$ cat src/rtl/regfile_pkg.sv
// Shared register-file widths and requester identifiers for the write-back arbiter.
package regfile_pkg;
  localparam int REG_ADDR_W = 5;
  localparam int REG_DATA_W = 32;
  localparam logic [REG_ADDR_W-1:0] REG_ZERO = 5'd0;

  typedef enum logic {
    REQ_A = 1'b0,
    REQ_B = 1'b1
  } req_id_t;
endpackage

$ cat src/rtl/rr_arb2.sv
// Two-requester round-robin arbiter: a lone request wins outright, a tie goes to
// the pointer, and the pointer then moves to whichever side lost.
module rr_arb2
  import regfile_pkg::*;
(
  input  logic clk,
  input  logic reset,
  input  logic i_req_a,
  input  logic i_req_b,
  output logic o_gnt_a,
  output logic o_gnt_b
);
  req_id_t r_ptr;

  // Grants are forced low while reset is held so nothing transfers during reset.
  assign o_gnt_a = !reset && i_req_a && (!i_req_b || (r_ptr == REQ_A));
  assign o_gnt_b = !reset && i_req_b && (!i_req_a || (r_ptr == REQ_B));

  always_ff @(posedge clk) begin
    if (reset) begin
      r_ptr <= REQ_A;
    end else if (o_gnt_a) begin
      r_ptr <= REQ_B;
    end else if (o_gnt_b) begin
      r_ptr <= REQ_A;
    end
  end
endmodule

$ cat src/rtl/regfile_wb_arbiter.sv
// Register-file write-back arbiter: merges ALU and memory write requests into one
// write port. Define REGFILE_WB_ARB_BYPASS_EN to forward the pending write to the read ports.
module regfile_wb_arbiter
  import regfile_pkg::*;
#(
  parameter int CNT_W = 16
) (
  input  logic                  clk,
  input  logic                  reset,
  input  logic                  a_valid,
  input  logic [REG_ADDR_W-1:0] a_addr,
  input  logic [REG_DATA_W-1:0] a_data,
  output logic                  a_ready,
  input  logic                  b_valid,
  input  logic [REG_ADDR_W-1:0] b_addr,
  input  logic [REG_DATA_W-1:0] b_data,
  output logic                  b_ready,
  output logic                  rf_wrenable,
  output logic [REG_ADDR_W-1:0] rf_addr,
  output logic [REG_DATA_W-1:0] rf_data,
  output logic [CNT_W-1:0]      a_grant_cnt,
  output logic [CNT_W-1:0]      b_grant_cnt,
  input  logic [REG_ADDR_W-1:0] rd_addr1,
  input  logic [REG_ADDR_W-1:0] rd_addr2,
  input  logic [REG_DATA_W-1:0] rf_rdata1,
  input  logic [REG_DATA_W-1:0] rf_rdata2,
  output logic [REG_DATA_W-1:0] rd_data1,
  output logic [REG_DATA_W-1:0] rd_data2
);
  logic                  w_xfer;
  logic                  w_do_write;
  logic [REG_ADDR_W-1:0] w_xfer_addr;
  logic [REG_DATA_W-1:0] w_xfer_data;
  logic                  r_wren;
  logic [REG_ADDR_W-1:0] r_addr;
  logic [REG_DATA_W-1:0] r_data;
  logic [CNT_W-1:0]      r_a_cnt;
  logic [CNT_W-1:0]      r_b_cnt;

  rr_arb2 u_arb (
    .clk     (clk),
    .reset   (reset),
    .i_req_a (a_valid),
    .i_req_b (b_valid),
    .o_gnt_a (a_ready),
    .o_gnt_b (b_ready)
  );

  assign w_xfer      = a_ready || b_ready;
  assign w_xfer_addr = a_ready ? a_addr : b_addr;
  assign w_xfer_data = a_ready ? a_data : b_data;
  // Register 0 is hardwired to zero: accept and count, but never write it.
  assign w_do_write  = w_xfer && (w_xfer_addr != REG_ZERO);

  always_ff @(posedge clk) begin
    if (reset) begin
      r_wren  <= 1'b0;
      r_addr  <= '0;
      r_data  <= '0;
      r_a_cnt <= '0;
      r_b_cnt <= '0;
    end else begin
      r_wren <= w_do_write;
      if (w_do_write) begin
        r_addr <= w_xfer_addr;
        r_data <= w_xfer_data;
      end
      if (a_ready) r_a_cnt <= r_a_cnt + CNT_W'(1);
      if (b_ready) r_b_cnt <= r_b_cnt + CNT_W'(1);
    end
  end

  // Masking with reset kills a write left over from the cycle before reset rose.
  assign rf_wrenable = r_wren && !reset;
  assign rf_addr     = r_addr;
  assign rf_data     = r_data;
  assign a_grant_cnt = r_a_cnt;
  assign b_grant_cnt = r_b_cnt;

  logic [REG_ADDR_W-1:0] w_rd_addr  [2];
  logic [REG_DATA_W-1:0] w_rf_rdata [2];
  logic [REG_DATA_W-1:0] w_rd_data  [2];

  assign w_rd_addr[0]  = rd_addr1;
  assign w_rd_addr[1]  = rd_addr2;
  assign w_rf_rdata[0] = rf_rdata1;
  assign w_rf_rdata[1] = rf_rdata2;
  assign rd_data1      = w_rd_data[0];
  assign rd_data2      = w_rd_data[1];

  genvar gi;
  generate
    for (gi = 0; gi < 2; gi++) begin : g_rd_port
`ifdef REGFILE_WB_ARB_BYPASS_EN
      assign w_rd_data[gi] = (rf_wrenable && (rf_addr == w_rd_addr[gi])) ? rf_data
                                                                         : w_rf_rdata[gi];
`else
      assign w_rd_data[gi] = w_rf_rdata[gi];
`endif
    end
  endgenerate

`ifndef REGFILE_WB_ARB_BYPASS_EN
  logic w_unused_rd_addr;
  assign w_unused_rd_addr = ^{w_rd_addr[0], w_rd_addr[1]};
`endif
endmodule

$ cat config.mk
export PLATFORM = sky130hd
export DESIGN_NAME = regfile_wb_arbiter
export DESIGN_NICKNAME = d
export VERILOG_FILES = /design/src/rtl/regfile_pkg.sv /design/src/rtl/rr_arb2.sv /design/src/rtl/regfile_wb_arbiter.sv
export SDC_FILE = /design/constraint.sdc
export NUM_CORES = 1
export LEC_CHECK = 0
export ABC_AREA = 1
export BUFFER_PORTS_ARGS = -buffer_cell sky130_fd_sc_hd__buf_2
export CORE_ASPECT_RATIO = 0.7
export CORE_MARGIN = 4
export CORE_UTILIZATION = 38
export DETAILED_ROUTE_END_ITERATION = 8
export PLACE_DENSITY = 0.77
export SYNTH_ARGS = -nofsm -noshare
export SYNTH_HDL_FRONTEND = slang
export SYNTH_SLANG_ARGS = --single-unit
export TNS_END_PERCENT = 20
$ cat constraint.sdc
create_clock -name clk -period 1.5 [get_ports clk]
set_clock_uncertainty 0.1 [all_clocks]
set_input_delay 0.075 -clock clk [delete_from_list [all_inputs] [get_ports clk]]
set_output_delay 0.075 -clock clk [all_outputs]
set_load 0.05 [all_outputs]
Word-level counts from Yosys, hierarchy flattened:

Index checks and enable logic that the tools add are counted.

* muxes and demuxes: 4
* reductions and logical operators: 14
* $add $sub $neg: 2
* bitwise gates (word level): 1

Operator list (number)
* $add A16 B1 Y16 const B: 2
* $mux W32: 1
* $logic_and A1 B1 Y1: 6
* $mux W5: 1
* $reduce_bool A5 Y1: 1
* $logic_not A1 Y1: 3
* $logic_or A1 B1 Y1: 3
* $mux W1: 2
* $reduce_bool A2 Y1: 1
* $not A1 Y1: 1

* input bits: 152
* bits in registers: 71
* logic and storage cells: 27
* output and inout port bits: 136

Depth between registers and ports, before layout:

* depth after elaboration: 6
* depth in mapped cells: 12
* mapped depth without buffers: 11

Hierarchy:

A second synthesis with hierarchy kept.

* cell total of the unflattened synthesis: 543
* area, all modules: 3900.0 um^2

By module, submodules not included
* regfile_wb_arbiter: area each 3842.4 um^2, times used 1, sequential area each 1401.3 um^2, cells an instance 532
* rr_arb2: area each 57.6 um^2, times used 1, sequential area each 20.0 um^2, cells an instance 11

Worst setup path after synthesis:

No wires, ideal clock.

* path type: register to register
* start point: register r_b_cnt[0], in the netlist b_grant_cnt[0]
* end point: register r_b_cnt[14], in the netlist b_grant_cnt[14]
* arrival: 1.677 ns
* setup slack: -0.393 ns
* clock period less this slack: 1.893 ns
* buffers on the path: 0
* stages on the path, launching flop included: 9
* required time: 1.284 ns
* library setup time: 0.116 ns
* cell sequence: dfxtp_1 ha_1 nand4_1 nor2_1 nand2_1 nor2_1 nand2_1 o21ai_0 nor2_1

* longest elaborated chain between the ends: 1

RTL lines
* from (decl): RTL line regfile_wb_arbiter.sv:38 `logic [CNT_W-1:0] r_b_cnt;`
* from (signal assigned): RTL line regfile_wb_arbiter.sv:69 `if (b_ready) r_b_cnt <= r_b_cnt + CNT_W'(1);`
* $add A16 B1 Y16: RTL line regfile_wb_arbiter.sv:69

Every way passes these cells.
A chain may end at the register's enable or synchronous reset.

Worst setup path after layout:

* start point: register u_arb.r_ptr
* end point: output port a_ready

* longest elaborated chain between the ends: 3

RTL lines
* from (decl): RTL line rr_arb2.sv:13 `req_id_t r_ptr;`
* from (signal assigned): RTL line rr_arb2.sv:21 `r_ptr <= REQ_A;`
* from (signal assigned): RTL line rr_arb2.sv:23 `r_ptr <= REQ_B;`
* from (signal assigned): RTL line rr_arb2.sv:25 `r_ptr <= REQ_A;`
* $not A1 Y1: RTL line rr_arb2.sv:16 `assign o_gnt_a = !reset && i_req_a && (!i_req_b || (r_ptr == REQ_A));`
* $logic_or A1 B1 Y1: RTL line rr_arb2.sv:16
* $logic_and A1 B1 Y1: RTL line rr_arb2.sv:16
* to (decl): RTL line regfile_wb_arbiter.sv:13 `output logic a_ready,`

Every way passes these cells.

==> metrics.txt <==
status finished, violations left; violated checks negative setup slack; Post-DP Area 0.00489 mm2; synth cell count leaders nand2_1 (187), nor2_1 (98), dfxtp_1 (71); Critical Path RT 1.32 ns; Mapped Cells 626; Int Pwr ~3.9 mW; Finished Layout Cells 902; Crit. End Element output pin; FF+latch count, synth 71; Clk Latency, worst-skew pair approximately 0.33 ns; die extent in y 96.1 um; Crit Reg-Reg Endpoint rf_data[4]; fmax 594 MHz; synth top area cells dfxtp_1 (34%), nand2_1 (17%), buf_4 (12%); final hold vios 0; Worst path max stage delay 0.33 ns; Critical Path Start u_arb.r_ptr; GRT Residual Overflow 0; GRT Util Overall 17.9%; R2R setup slack -0.16 ns; pin slew with the least headroom to its limit slightly below 0.6 ns; initial antenna violation count 0; min-delay src a_data[15]; Antenna diodes 0; Cell Pwr Density 1010 mW/mm2; Final Setup Violations 50; Yosys Warn Count 0; RR Startpoint u_arb.r_ptr; leading area contributor after synthesis dfxtp_1; H-Tree Depth 3; first-pass GRT wire length 18.5 mm; worst-path cell chain nand2_4 > nand3_4 > buf_4 > inv_2 > buf_12 > buf_12; mapped cell area between 0.004 and 0.005 mm2; Switch Pwr 1.71 mW; post-route clock period utilization 112%; Post-synth EDFFs 0; WHS Path Cells 6; distinct cell type count after synthesis 35; Clk pwr share 40.2%; clock buffer depth 2; largest net degree at the start of global routing 58; Crit Path Class reg2out; final worst slack -0.185 ns; startpoint types flip-flop; most frequent cell after synthesis nand2_1; Yosys top cell area share 33.7%; Worst Hold Class in2reg; 1st-iter DRT viols ~260; Core ar. 0.0106 mm2; Switching Share 30.6%; Buf+Inv Stages, Crit Path 4; most used cell, CP buf_12; DRT antenna net count 0; share of cells above drive strength 1 37.5%; DRC 0; Rows 31; Crit path depth 6; die area 0.0129 mm2; syn avg cell area 6.73 um2; Max-cap violations 0; part of the Yosys area used for sequential elements 33.7%; Slew Limit Fails 0; Via Count 4164; Clock Sinks 71; Worst R2R Path Depth 11; dpl hpwl 8.63 mm; critical-path maximum fanout 31; Async SR Flop Fraction 0%; vias in the first global route 3675; CP delay by family, top buffers and inverters; GP Congestion 0.828; CTS Buf Count 9; Syn-to-layout area delta 31.1%; Top FF cell, synth dfxtp_1; DR pass1 iterations 5; design area 0.00552 mm2; slew margin rel. around three fifths; wire per inst approximately 13 um; Worst-path clk slew ~0.06 ns; Post-Place Cells between 800 and 900; IO Pins 288; final WL approximately 12 mm; vias per inst between 4 and 5; fin nets 903; part of the power in registers 36.7%; peak supply drop 0.522 mV; die width 134 um; setup repair after global routing missed its margin yes; Worst EP arrival between 1.5 and 2 ns; Synth Net Count 780; TritonCTS clock tree done; critical path endpoint a_ready; Root Buffer clkbuf_16; initial core utilization 39.8%; crit path time final 1.68 ns; Leak Pwr 2.84 nW; slowest CP cell dfxtp_2; IO buf count around 150; Comb power frac 23.1%
[cells in the final DEF (no fill, tap or decap), types with 22 or more instances in the layout]
cell type | netlist | layout
nand2_1 | 187 | 176
buf_2 | 5 | 147
nor2_1 | 98 | 91
dfxtp_1 | 71 | 54
inv_1 | 45 | 40
buf_4 | 66 | 39
nand3b_1 | 34 | 34
a21oi_1 | 24 | 22
[through the flow]
stage	TNS, ns	power (mW)	setup WS [ns]	util (%)	hold WS [ns]
CTS	-5.01	5.61	-0.172	50.9	0.0373
floorplan	-0.801	3.39	-0.0495	-	0.175
global placement	-5.75	3.28	-0.153	46.2	0.0503
finish	-5.66	5.59	-0.185	52.2	0.0451
global route	-11.25	5.88	-0.269	52.2	0.0501
detailed placement	-8.68	3.29	-0.234	46.2	0.0503
[final cells by class]
cell class,instances,area (um2)
Fill cell,1069,5070
Multi-Input combinational cell,419,2110
Sequential cell,71,1460
Timing Repair Buffer,200,1250
Clock buffer,9,225
Inverter,48,195
Tap cell,148,185
Clock inverter,7,86.3
[power by group through the flow]
stage | clock (mW) | sequential [mW] | combinational (mW)
after global routing | 2.41 | 2.07 | 1.41
after floorplan | 0 | 2.45 | 0.935
after CTS | 2.30 | 2.05 | 1.26
after detailed placement | 0 | 2.09 | 1.20
final | 2.25 | 2.05 | 1.29
after global placement | 0 | 2.09 | 1.19
[per-layer routing]
| metal | part of all wire (%) | vias to the layer above | track usage, % |
|---|---|---|---|
| met5 | 0 | - | 0 |
| met4 | 0.76 | 0 | 4.79 |
| met3 | 9.6 | 9 | 7.42 |
| met2 | 42 | 173 | 25.5 |
| met1 | 47 | 1835 | 24.7 |
| li1 | - | 2147 | - |
[registers in the layout, indices dropped and copies added (netlist names)]
signal       count
b_grant_cnt     16
rf_addr          5
rf_data         32
u_arb.r_ptr      1
a_grant_cnt     16
r_wren           1
[worst min-delay path by stage]
stage	to	slack [ns]
after floorplan	a_grant_cnt[2]	0.17
after global placement	rd_data1[0]	0.05
after detailed placement	rd_data1[0]	0.05
after CTS	rf_data[22]	0.04
after global routing	rd_data1[12]	0.05
final	rf_data[15]	0.05
[worst reg2reg max path, stage by stage (launching register included)]
cell,delay (ns)
dfxtp_2,0.33
nand2_4,0.10
buf_6,0.14
nand3_2,0.09
nand2_2,0.10
nand2_2,0.07
nor2_4,0.14
nand2_8,0.10
buf_12,0.15
nand3b_1,0.10
nand2_1,0.07
nor2_1,0.11
[what timing repair did]
item	4_1_cts	5_1_grt
endpoints found under the hold margin	1	0
hold buffers	1	0
setup endpoints to repair	57	63
pin swaps	13	11
gates cloned	2	1
resized for setup	25	31
setup buffers	8	2
[logic make-up after synthesis]
group	synth area share (%)
adders and majority gates	0.594
AOI/OAI and AO/OA	6.27
DFF	33.7
and+or+nand+nor	38.9
buffers and inverters	19.8
xor gates and xnor gates	0.624
(Power assumes the default switching activity.)
